--- config.mk ---
export PLATFORM = sky130hd
export DESIGN_NAME = writeback_unit
export DESIGN_NICKNAME = d
export VERILOG_FILES = /design/src/rtl/writeback_unit.sv
export SDC_FILE = /design/constraint.sdc
export NUM_CORES = 1
export LEC_CHECK = 0
export ABC_AREA = 1
export CAP_MARGIN = 20
export CORE_ASPECT_RATIO = 0.5
export CORE_MARGIN = 8
export CORE_UTILIZATION = 49
export CTS_BUF_LIST = sky130_fd_sc_hd__clkbuf_16
export DETAILED_ROUTE_END_ITERATION = 10
export PLACE_DENSITY = 0.85
export SYNTH_ARGS = -nofsm -noshare
export SYNTH_HDL_FRONTEND = slang
export SYNTH_SLANG_ARGS = --single-unit
--- constraint.sdc ---
create_clock -name clk -period 2.6 [get_ports clk]
set_clock_uncertainty 0.05 [all_clocks]
set_input_delay 0.52 -clock clk [delete_from_list [all_inputs] [get_ports clk]]
set_output_delay 0.52 -clock clk [all_outputs]
set_load 0.03 [all_outputs]
--- src/rtl/writeback_unit.sv ---
// MIPS write-back stage: MEM/WB pipeline register, result select with load
// extraction, register-file write port, misaligned-load flag and retire counter.
module writeback_unit #(
    parameter int DATA_W = 32,
    parameter int CNT_W  = 32
) (
    input  logic              clk,
    input  logic              reset,
    input  logic              stall,
    input  logic              in_valid,
    input  logic              in_RegWrite,
    input  logic              in_MemtoReg,
    input  logic              in_link,
    input  logic [1:0]        in_load_size,
    input  logic              in_load_unsigned,
    input  logic [4:0]        in_dest_reg,
    input  logic [DATA_W-1:0] in_alu_result,
    input  logic [DATA_W-1:0] in_mem_data,
    input  logic [DATA_W-1:0] in_pc_plus4,
    output logic              RegWrite,
    output logic [4:0]        write_reg,
    output logic [DATA_W-1:0] write_data,
    output logic              wb_valid,
    output logic              load_misaligned,
    output logic [CNT_W-1:0]  retired_count
);

    logic              valid_q;
    logic              fresh_q;
    logic              reg_write_q;
    logic              mem_to_reg_q;
    logic              link_q;
    logic [1:0]        load_size_q;
    logic              load_unsigned_q;
    logic [4:0]        dest_q;
    logic [DATA_W-1:0] alu_q;
    logic [DATA_W-1:0] mem_q;
    logic [DATA_W-1:0] pc_q;
    logic [CNT_W-1:0]  count_q;

    // fresh marks the first cycle of an entry so a stalled entry writes only once
    always_ff @(posedge clk) begin
        if (reset) begin
            valid_q         <= 1'b0;
            fresh_q         <= 1'b0;
            reg_write_q     <= 1'b0;
            mem_to_reg_q    <= 1'b0;
            link_q          <= 1'b0;
            load_size_q     <= '0;
            load_unsigned_q <= 1'b0;
            dest_q          <= '0;
            alu_q           <= '0;
            mem_q           <= '0;
            pc_q            <= '0;
            count_q         <= '0;
        end else if (!stall) begin
            valid_q         <= in_valid;
            fresh_q         <= in_valid;
            reg_write_q     <= in_RegWrite;
            mem_to_reg_q    <= in_MemtoReg;
            link_q          <= in_link;
            load_size_q     <= in_load_size;
            load_unsigned_q <= in_load_unsigned;
            dest_q          <= in_dest_reg;
            alu_q           <= in_alu_result;
            mem_q           <= in_mem_data;
            pc_q            <= in_pc_plus4;
            if (in_valid)
                count_q <= count_q + CNT_W'(1);
        end else begin
            fresh_q <= 1'b0;
        end
    end

    logic [1:0]        offset;
    logic [7:0]        byte_lane;
    logic [15:0]       half_lane;
    logic [DATA_W-1:0] load_data;
    logic [DATA_W-1:0] result;
    logic              misaligned;

    always_comb begin
        offset = alu_q[1:0];
        case (offset)
            2'd0:    byte_lane = mem_q[7:0];
            2'd1:    byte_lane = mem_q[15:8];
            2'd2:    byte_lane = mem_q[23:16];
            default: byte_lane = mem_q[31:24];
        endcase
        half_lane = alu_q[1] ? mem_q[31:16] : mem_q[15:0];

        case (load_size_q)
            2'b10:   load_data = {{(DATA_W-8){~load_unsigned_q & byte_lane[7]}}, byte_lane};
            2'b01:   load_data = {{(DATA_W-16){~load_unsigned_q & half_lane[15]}}, half_lane};
            default: load_data = mem_q;
        endcase

        if (link_q)
            result = pc_q;
        else if (mem_to_reg_q)
            result = load_data;
        else
            result = alu_q;

        misaligned = valid_q & mem_to_reg_q & ~link_q &
                     (((load_size_q == 2'b01) & offset[0]) |
                      (((load_size_q == 2'b00) | (load_size_q == 2'b11)) & (offset != 2'b00)));
    end

    always_comb begin
        load_misaligned = misaligned;
        wb_valid        = valid_q;
        RegWrite        = valid_q & fresh_q & reg_write_q & (dest_q != 5'd0) & ~misaligned;
        write_reg       = valid_q ? dest_q : '0;
        write_data      = valid_q ? result : '0;
        retired_count   = count_q;
    end

endmodule

==> out/qor.txt, run 1 <==
status -> complete, but fails checks
failing checks -> setup timing
GRT Overall Usage -> 0.2575
Crit Reg-Reg Endpoint -> retired_count[28]$_SDFFE_PP0P_
Detailed Route WL -> 24.78 mm
pre-CTS WS -> 0.1964 ns
Post-synth EDFFs -> 0
CTS H-tree lvls -> 4
Hold Crit Start -> alu_q[2]$_SDFFE_PP0N_
XOR/XNOR Fraction of Synth Area -> 0.006331
die area -> 18400 sq um
post-synthesis compound-gate area fraction -> 0.2080
Layout area overhead -> 42.66%
count of final setup violators -> 3
FILL cells -> 1122
Post-DP HPWL -> 17.25 mm
mean post-synth cell area -> 6.619 sq um
Worst setup EP type -> primary output
GR Util met3 -> 0.06957
yosys warns -> 0
GR peak layer -> met2
fmax -> 0.3816 GHz
CP arrival -> 2.05 ns
Synth area leaders -> dfxtp_1 (41%), nor2_1 (15%), o21ai_0 (11%)
Die X -> 184.0 microns
starting density of the core -> 0.5062
Crit Path Class -> flop to primary output
largest net degree at the start of global routing -> 92
worst vdd ir -> 0.0005150 V
Synth Flop Type -> dfxtp_1
Worst-Margin Slew -> 0.9751 ns
CTS Hold Bufs -> 0
Final Instance Count excl. Fillers -> 1420
ant diodes -> 0
Worst Hold Path EP -> alu_q[2]$_SDFFE_PP0N_
RR Startpoint -> retired_count[0]$_SDFFE_PP0P_
CTS tree -> built
synthesized-area fraction occupied by and/or/nand/nor cells -> 0.3014
clock-pin slew on the worst setup and hold paths -> 0.06 ns
Net Count, Synth -> 1159
Slew headroom -> 0.3499
post-synthesis instance area -> 6917 sq um
top cell type by total area after synthesis -> dfxtp_1
ANT nets after route -> 0
initial DRC count -> 785
Clk Latency, worst-skew pair -> 0.42 ns
Hold Path Depth -> 2
GRT met1 Usage -> 0.3086
post-synth top area share -> 0.4081
Clock Tree Root -> clkbuf_16
mux cell area share after synthesis -> 0
gr ovfl total -> 0
Max Root-Sink Buffers -> 2
RSZ-0062 raised after global routing -> true
vias in the first global route -> 7578
main combinational cell family by area after synthesis -> simple AND/OR/NAND/NOR gates
DR pass1 iterations -> 8
vias per cell -> 5.524
crit path max fanout -> 7
Synth cell types -> 35
routed via count -> 7844
Port Buffers -> 182
PnR worst setup slack -> -0.02072 ns
cell-by-cell trace of the critical path -> inv_4 > nand2_2 > o211ai_2 > nand3_4 > nand2_8 > buf_12 > buf_6 > nand2_2 > a21oi_2 > buf_6
max-cap viol count -> 0
share of cells above drive strength 1 -> 0.1507
startpoint types -> flop
crit path buf inv count -> 4
RePlAce Congestion -> 0.9748
clk sinks -> 141
WL/cell -> 17.45 microns
grt met2 use -> 0.4392
CP max-delay cell -> dfxtp_4
Crit path largest cell delay -> 0.39 ns
Gate Count Post-Synth -> 1045
initial antenna violation count -> 0
TNS Setup -> -0.05267 ns
first-pass GRT wire length -> 38.48 mm
Top delay family on crit path -> buffers and inverters
num rows -> 30
most frequent cells in the layout -> nor2_1 (277), o21ai_0 (153), clkdlybuf4s50_1 (147)
commonest non-fill, non-tap cell in the layout -> nor2_1
#FFs+latches synth -> 141
Tot Pwr -> 5.782 mW
Remaining DRCs -> 0
Net count, final -> 1329
required time of the critical path -> 2.03 ns
PD cells -> 586.0 nW/um^2
Die Height -> 100.0 microns
Final Max Tran Viols -> 0
R2R Setup Slk -> 0.80 ns
Leakage -> 3.808 nW
Hold Violations, Final -> 0
min cycle time layout -> 2.621 ns
Synth async-reset ratio -> 0
Inst Count DP -> 1373
Adder-Cell Fraction of Synth Area -> 0.005427
sequential fraction of the synthesis area -> 0.4081
I/O pin count -> 183
core area -> 13660 sq um
CTS buffer count -> 17
min-delay worst type -> flop to flop
Final period util -> 1.008
Worst R2R Path Depth -> 8
registers in the layout, indices dropped and copies added, names as in the netlist, 2 cells and up:
name,flops
alu_q,32
retired_count,32
pc_q,32
mem_q,32
load_size_q,2
dest_q,5
synth_stat cells, drive strengths merged (2+ instances only):
master / instances
nor2: 289
dfxtp: 141
nand4: 6
buf: 14
nor3: 8
nand3: 39
clkbuf: 51
or2: 4
a211oi: 2
xor2: 4
inv: 52
ha: 3
a21oi: 110
a31oi: 4
o21ai: 158
nand2: 154
logic make-up (layout without fill, tap and decap cells):
| family | Yosys count | in the layout |
|---|---|---|
| AOI/OAI and AO/OA | 276 | 276 |
| xor gates and xnor gates | 5 | 5 |
| adders and majority gates | 3 | 3 |
| buffers and inverters | 118 | 301 |
| DFF | 141 | 141 |
| and+or+nand+nor | 502 | 502 |
metrics by stage:
stage | hold WS [ns] | instance area (sq um) | util
2_1_floorplan | 0.3972 | 6923 | -
3_3_place_gp | 0.4065 | 8876 | 0.6496
3_5_place_dp | 0.4158 | 8876 | 0.6496
4_1_cts | 0.4216 | 9691 | 0.7092
5_1_grt | 0.4343 | 9867 | 0.7222
6_report | 0.4285 | 9867 | 0.7222
worst max path at each step:
stage                                     start              to  slack (ns)  cells past startpoint
finish                    alu_q[1]$_SDFFE_PP0N_  write_data[19]       -0.02                     10
global route        load_size_q[0]$_SDFFE_PP0N_  write_data[19]       -0.08                     11
CTS                 load_size_q[0]$_SDFFE_PP0N_  write_data[19]      -0.002                     11
detailed placement  load_size_q[0]$_SDFFE_PP0N_  write_data[17]        0.20                      9
global placement    load_size_q[0]$_SDFFE_PP0N_  write_data[18]        0.23                      9
floorplan           load_size_q[0]$_SDFFE_PP0N_        RegWrite        0.17                      6
cell type report:
| cell class | count | area (sq um) | area share |
|---|---|---|---|
| sequential | 141 | 2830 | 0.2868 |
| tap | 192 | 240.2 | 0.02435 |
| timing repair buffer | 216 | 2216 | 0.2246 |
| clock buffer | 17 | 425.4 | 0.04311 |
| inverter | 53 | 210.2 | 0.02130 |
| clock inverter | 15 | 150.1 | 0.01522 |
| multi-input combinational | 786 | 3795 | 0.3846 |
what timing repair did:
item,CTS,global route
endpoints found under the setup margin,29,32
gates cloned,1,0
buffers inserted,9,6
resized for setup,33,39
pin swaps,3,13
worst min-delay path, delay by kind of cell, from the launching register on:
family           cells  cell delay (ns)
and+or+nand+nor      2             0.12
DFF                  1             0.32
power by group:
group | internal (mW) | switching, mW | total, mW
clock network | 1.41 | 0.977 | 2.38
registers | 2.28 | 0.0882 | 2.37
logic | 0.449 | 0.579 | 1.03
total | 4.14 | 1.64 | 5.78
layer usage:
metal	share of wire	routed length (microns)
met1	0.40	9933
met2	0.48	12000
met3	0.089	2196
met4	0.026	651
met5	0	0
Note: power is estimated with default switching activity, not from simulation.
==> run 2: changes to the inputs <==
CORE_UTILIZATION = 55   (was 49)
DONT_BUFFER_PORTS = 1   (was not set)
PLACE_DENSITY = 0.74   (was 0.85)
RECOVER_POWER = 25   (was not set)
==> out/qor.txt, run 2 (same netlist as run 1, synthesis figures left out) <==
Leakage -> 3.155 nW
Crit Path Class -> flop to primary output
count of final setup violators -> 0
clk sinks -> 141
GRT Overall Usage -> 0.2437
die area -> 16640 sq um
max-cap viol count -> 0
most frequent cells in the layout -> nor2_1 (279), o21ai_0 (153), dfxtp_1 (138)
ANT nets after route -> 0
crit path buf inv count -> 3
Multi-input gate area -> 3836 sq um
initial DRC count -> 608
FF/Latch Area -> 2829 sq um
RSZ-0062 raised after global routing -> true
required time of the critical path -> 2.03 ns
RePlAce Congestion -> 0.8841
vias per cell -> 5.565
Top delay family on crit path -> buffers and inverters
Die X -> 174.6 microns
min cycle time layout -> 2.579 ns
share of cells above drive strength 1 -> 0.1607
Remaining DRCs -> 0
Slew headroom -> 0.3533
worst vdd ir -> 0.0003399 V
Flop pwr share -> 0.434
routed via count -> 6878
gr ovfl total -> 0
CTS Hold Bufs -> 0
cell-by-cell trace of the critical path -> clkinvlp_4 > buf_4 > o21ai_0 > a21oi_2 > buf_6
PD cells -> 668.0 nW/um^2
Final Cell Area -> 8143 sq um
vias in the first global route -> 6411
Inst Count DP -> 1197
Clock Power Share -> 0.427
core area -> 12480 sq um
Layout area overhead -> 17.73%
Max Root-Sink Buffers -> 2
Net count, final -> 1166
CTS H-tree lvls -> 4
Port Buffers -> 0
Clk Latency, worst-skew pair -> 0.41 ns
I/O pin count -> 183
Crit path largest cell delay -> 0.43 ns
Switching Share -> 0.2763
Clock Tree Root -> clkbuf_16
crit path max fanout -> 13
CP max-delay cell -> o21ai_0
num rows -> 29
min-delay worst type -> primary input to flop
Area after DPL -> 7212 sq um
initial antenna violation count -> 6
starting density of the core -> 0.5541
startpoint types -> flop
Post-DP HPWL -> 14.78 mm
commonest non-fill, non-tap cell in the layout -> nor2_1
Final Instance Count excl. Fillers -> 1236
Final period util -> 0.9919
first-pass GRT wire length -> 32.71 mm
WL/cell -> 17.23 microns
TNS Setup -> 0 ns
Die Height -> 95.30 microns
Worst-Margin Slew -> 0.9701 ns
fmax -> 0.3878 GHz
DR pass1 iterations -> 7
logic gate share of total power -> 0.139
Worst setup EP type -> primary output
P_int -> 3.937 mW
status -> finished, final reports clean
Final Max Tran Viols -> 0
Detailed Route WL -> 21.30 mm
CTS tree -> built
largest net degree at the start of global routing -> 126
FILL cells -> 1173
R2R Setup Slk -> 0.60 ns
CTS buffer count -> 17
Psw -> 1.503 mW
clock-pin slew on the worst setup and hold paths -> 0.06 ns
Hold Violations, Final -> 0
CP arrival -> 2.01 ns
run 2: cell count changes in the layout (fill, tap and decap cells not counted), sizes merged:
cell,delta
buf,-17
clkinvlp,-1
diode,+2
clkdlybuf4s50,-147
clkbuf,+1
clkinv,+1
inv,-1
run 2: worst reg2reg max path: cells and delay by family, from the launching register on:
| kind | cells | cell delay, ns |
|---|---|---|
| fa+ha+maj | 1 | 0.30 |
| simple gates | 7 | 0.99 |
| flops | 1 | 0.57 |
run 2: cell type report:
cell class              count  share of cell area
diodes                      2           0.0006146
clock buffers              17             0.05224
clock inverters            14             0.01583
inverters                  53             0.02566
multi-input cells         786              0.4711
flip-flops and latches    141              0.3474
well taps                 170             0.02612
repair buffers             53             0.06100
run 2: power groups by stage:
stage	Combinational, mW	Clock (mW)	Sequential (mW)
finish	0.756	2.32	2.36
global route	0.831	2.43	2.37
CTS	0.676	2.34	2.36
detailed placement	0.641	0	2.40
global placement	0.630	0	2.40
floorplan	0.520	0	2.38
run 2: repair_timing:
item	in CTS	in global routing
pin swaps	6	15
setup buffers	0	5
gates resized for setup	28	50
endpoints found under the setup margin	31	34
gates cloned	0	1
run 2: path summary, 6_finish.rpt:
path | startpoint | end | cells after the start
setup / recovery | link_q$_SDFFE_PP0N_ | write_data[1] | 5
hold / removal | reset | retired_count[12]$_SDFFE_PP0P_ | 1
setup reg to reg | retired_count[0]$_SDFFE_PP0P_ | retired_count[28]$_SDFFE_PP0P_ | 8
hold reg to reg | pc_q[3]$_SDFFE_PP0N_ | pc_q[3]$_SDFFE_PP0N_ | 2
run 2: stage by stage:
step,hold WS [ns],total power [mW],setup slack (ns),utilization
2_1_floorplan,0.3972,2.901,0.1665,-
3_3_place_gp,0.4087,3.028,0.1970,0.5778
3_5_place_dp,0.4189,3.044,0.1629,0.5778
4_1_cts,0.1140,5.370,-0.01094,0.6340
5_1_grt,0.1071,5.639,-0.05957,0.6524
6_report,0.1202,5.440,0.02110,0.6524
run 2: per-layer routing:
metal / share of wire / track usage / vias to the layer above
met5: 0.0021 / 0 / -
met2: 0.46 / 0.3990 / 281
met3: 0.096 / 0.08419 / 37
li1: - / - / 3425
met1: 0.42 / 0.3011 / 3127
met4: 0.019 / 0.08129 / 8
==> run 3: changes to the inputs <==
GPL_TIMING_DRIVEN = 0   (was not set)
==> out/qor.txt, run 3 (same netlist as run 1, synthesis figures left out) <==
status -> finished, final reports clean
Psw -> 1.687 mW
ANT nets after route -> 0
CP arrival -> 2.00 ns
clk sinks -> 141
Leakage -> 3.104 nW
Die X -> 174.6 microns
max-cap viol count -> 0
Final Cell Area -> 8351 sq um
min cycle time layout -> 2.574 ns
first-pass GRT wire length -> 36.58 mm
Worst setup EP type -> primary output
RSZ-0062 raised after global routing -> true
Flop pwr share -> 0.405
Worst-Margin Slew -> 0.7751 ns
Crit Path Class -> flop to primary output
Net count, final -> 1189
Slew headroom -> 0.4833
crit path max fanout -> 10
worst vdd ir -> 0.0003251 V
min-delay worst type -> primary input to flop
Clk Latency, worst-skew pair -> 0.42 ns
R2R Setup Slk -> 0.48 ns
vias in the first global route -> 6782
P_int -> 4.169 mW
CTS Hold Bufs -> 0
commonest non-fill, non-tap cell in the layout -> nor2_1
Crit Reg-Reg Endpoint -> retired_count[28]$_SDFFE_PP0P_
Hold Violations, Final -> 0
TNS Setup -> 0 ns
Remaining DRCs -> 0
RePlAce Congestion -> 0.9675
most frequent cells in the layout -> nor2_1 (279), o21ai_0 (151), nand2_1 (138)
GRT Overall Usage -> 0.2801
vias per cell -> 5.703
gr ovfl total -> 0
logic gate share of total power -> 0.145
WL/cell -> 18.87 microns
CTS tree -> built
RR Startpoint -> retired_count[1]$_SDFFE_PP0P_
Final Max Tran Viols -> 0
DR pass1 iterations -> 6
FILL cells -> 1129
Hold Worst Slack -> 0.1972 ns
core area -> 12480 sq um
count of final setup violators -> 0
starting density of the core -> 0.5541
Detailed Route WL -> 23.78 mm
Die Height -> 95.30 microns
PnR worst setup slack -> 0.02621 ns
Port Buffers -> 0
die area -> 16640 sq um
Max Root-Sink Buffers -> 2
largest net degree at the start of global routing -> 17
fin util -> 0.6690
CTS buffer count -> 17
clock-pin slew on the worst setup and hold paths -> 0.07 ns
PD cells -> 701.2 nW/um^2
Inst Count DP -> 1215
pre-CTS WS -> -0.4012 ns
CTS H-tree lvls -> 4
routed via count -> 7186
Layout area overhead -> 20.73%
initial antenna violation count -> 5
share of cells above drive strength 1 -> 0.1443
startpoint types -> flop
Area after DPL -> 7136 sq um
initial DRC count -> 565
Final Instance Count excl. Fillers -> 1260
num rows -> 29
fmax -> 0.3885 GHz
Clock Tree Root -> clkbuf_16
Post-DP HPWL -> 17.60 mm
Hold Crit Start -> in_pc_plus4[20]
Clock Power Share -> 0.451
Worst R2R Path Depth -> 8
Tot Pwr -> 5.855 mW
Final period util -> 0.9899
Hold Path Depth -> 2
Worst Hold Path EP -> pc_q[20]$_SDFFE_PP0N_
I/O pin count -> 183
Switching Share -> 0.2880
required time of the critical path -> 2.03 ns
[run 3: repair_timing]
action,4_1_cts,5_1_grt
setup buffers,7,4
endpoints found under the setup margin,39,33
pin swaps,9,9
resized for setup,85,41
[run 3: cell type report]
class                      instances  area [sq um]  area share
antenna                            2         5.005   0.0005993
buffer                            65         346.6     0.04150
clock buffer                      17         425.4     0.05094
clock inverter                    15         210.2     0.02517
inverter                          53         207.7     0.02487
multi-input combinational        786          4029      0.4825
sequential                       141          2831      0.3391
tap                              170         212.7     0.02547
timing repair buffer              11         82.58    0.009889
[run 3: how the worst max path moves through the flow]
| stage | start | to | slack [ns] |
|---|---|---|---|
| global placement | wb_valid$_SDFFE_PP0N_ | write_data[6] | -0.33 |
| global route | load_size_q[0]$_SDFFE_PP0N_ | write_data[22] | -0.01 |
| finish | mem_to_reg_q$_SDFFE_PP0N_ | RegWrite | 0.03 |
| CTS | load_size_q[0]$_SDFFE_PP0N_ | RegWrite | -0.04 |
| floorplan | load_size_q[0]$_SDFFE_PP0N_ | RegWrite | 0.17 |
| detailed placement | wb_valid$_SDFFE_PP0N_ | write_data[6] | -0.40 |
[run 3: power by group through the flow]
stage	Combinational (mW)	Clock (mW)	Sequential (mW)
final	0.846	2.64	2.37
after global routing	0.923	2.75	2.38
after CTS	0.788	2.66	2.36
after detailed placement	0.686	0	2.41
after global placement	0.680	0	2.40
after floorplan	0.520	0	2.38
[run 3: routing by layer]
metal	share of wire	vias to the layer above	global-route usage
met1	0.42	3338	0.3521
met4	0.021	6	0.09881
met3	0.11	49	0.09170
met2	0.45	321	0.4517
met5	0.0017	-	0
li1	-	3472	-
[run 3: worst max-delay path: stages, from the launching register on]
cell	delay, ns
dfxtp_1	0.30
buf_2	0.25
nand2_1	0.21
nor4_4	0.66
a211oi_4	0.17
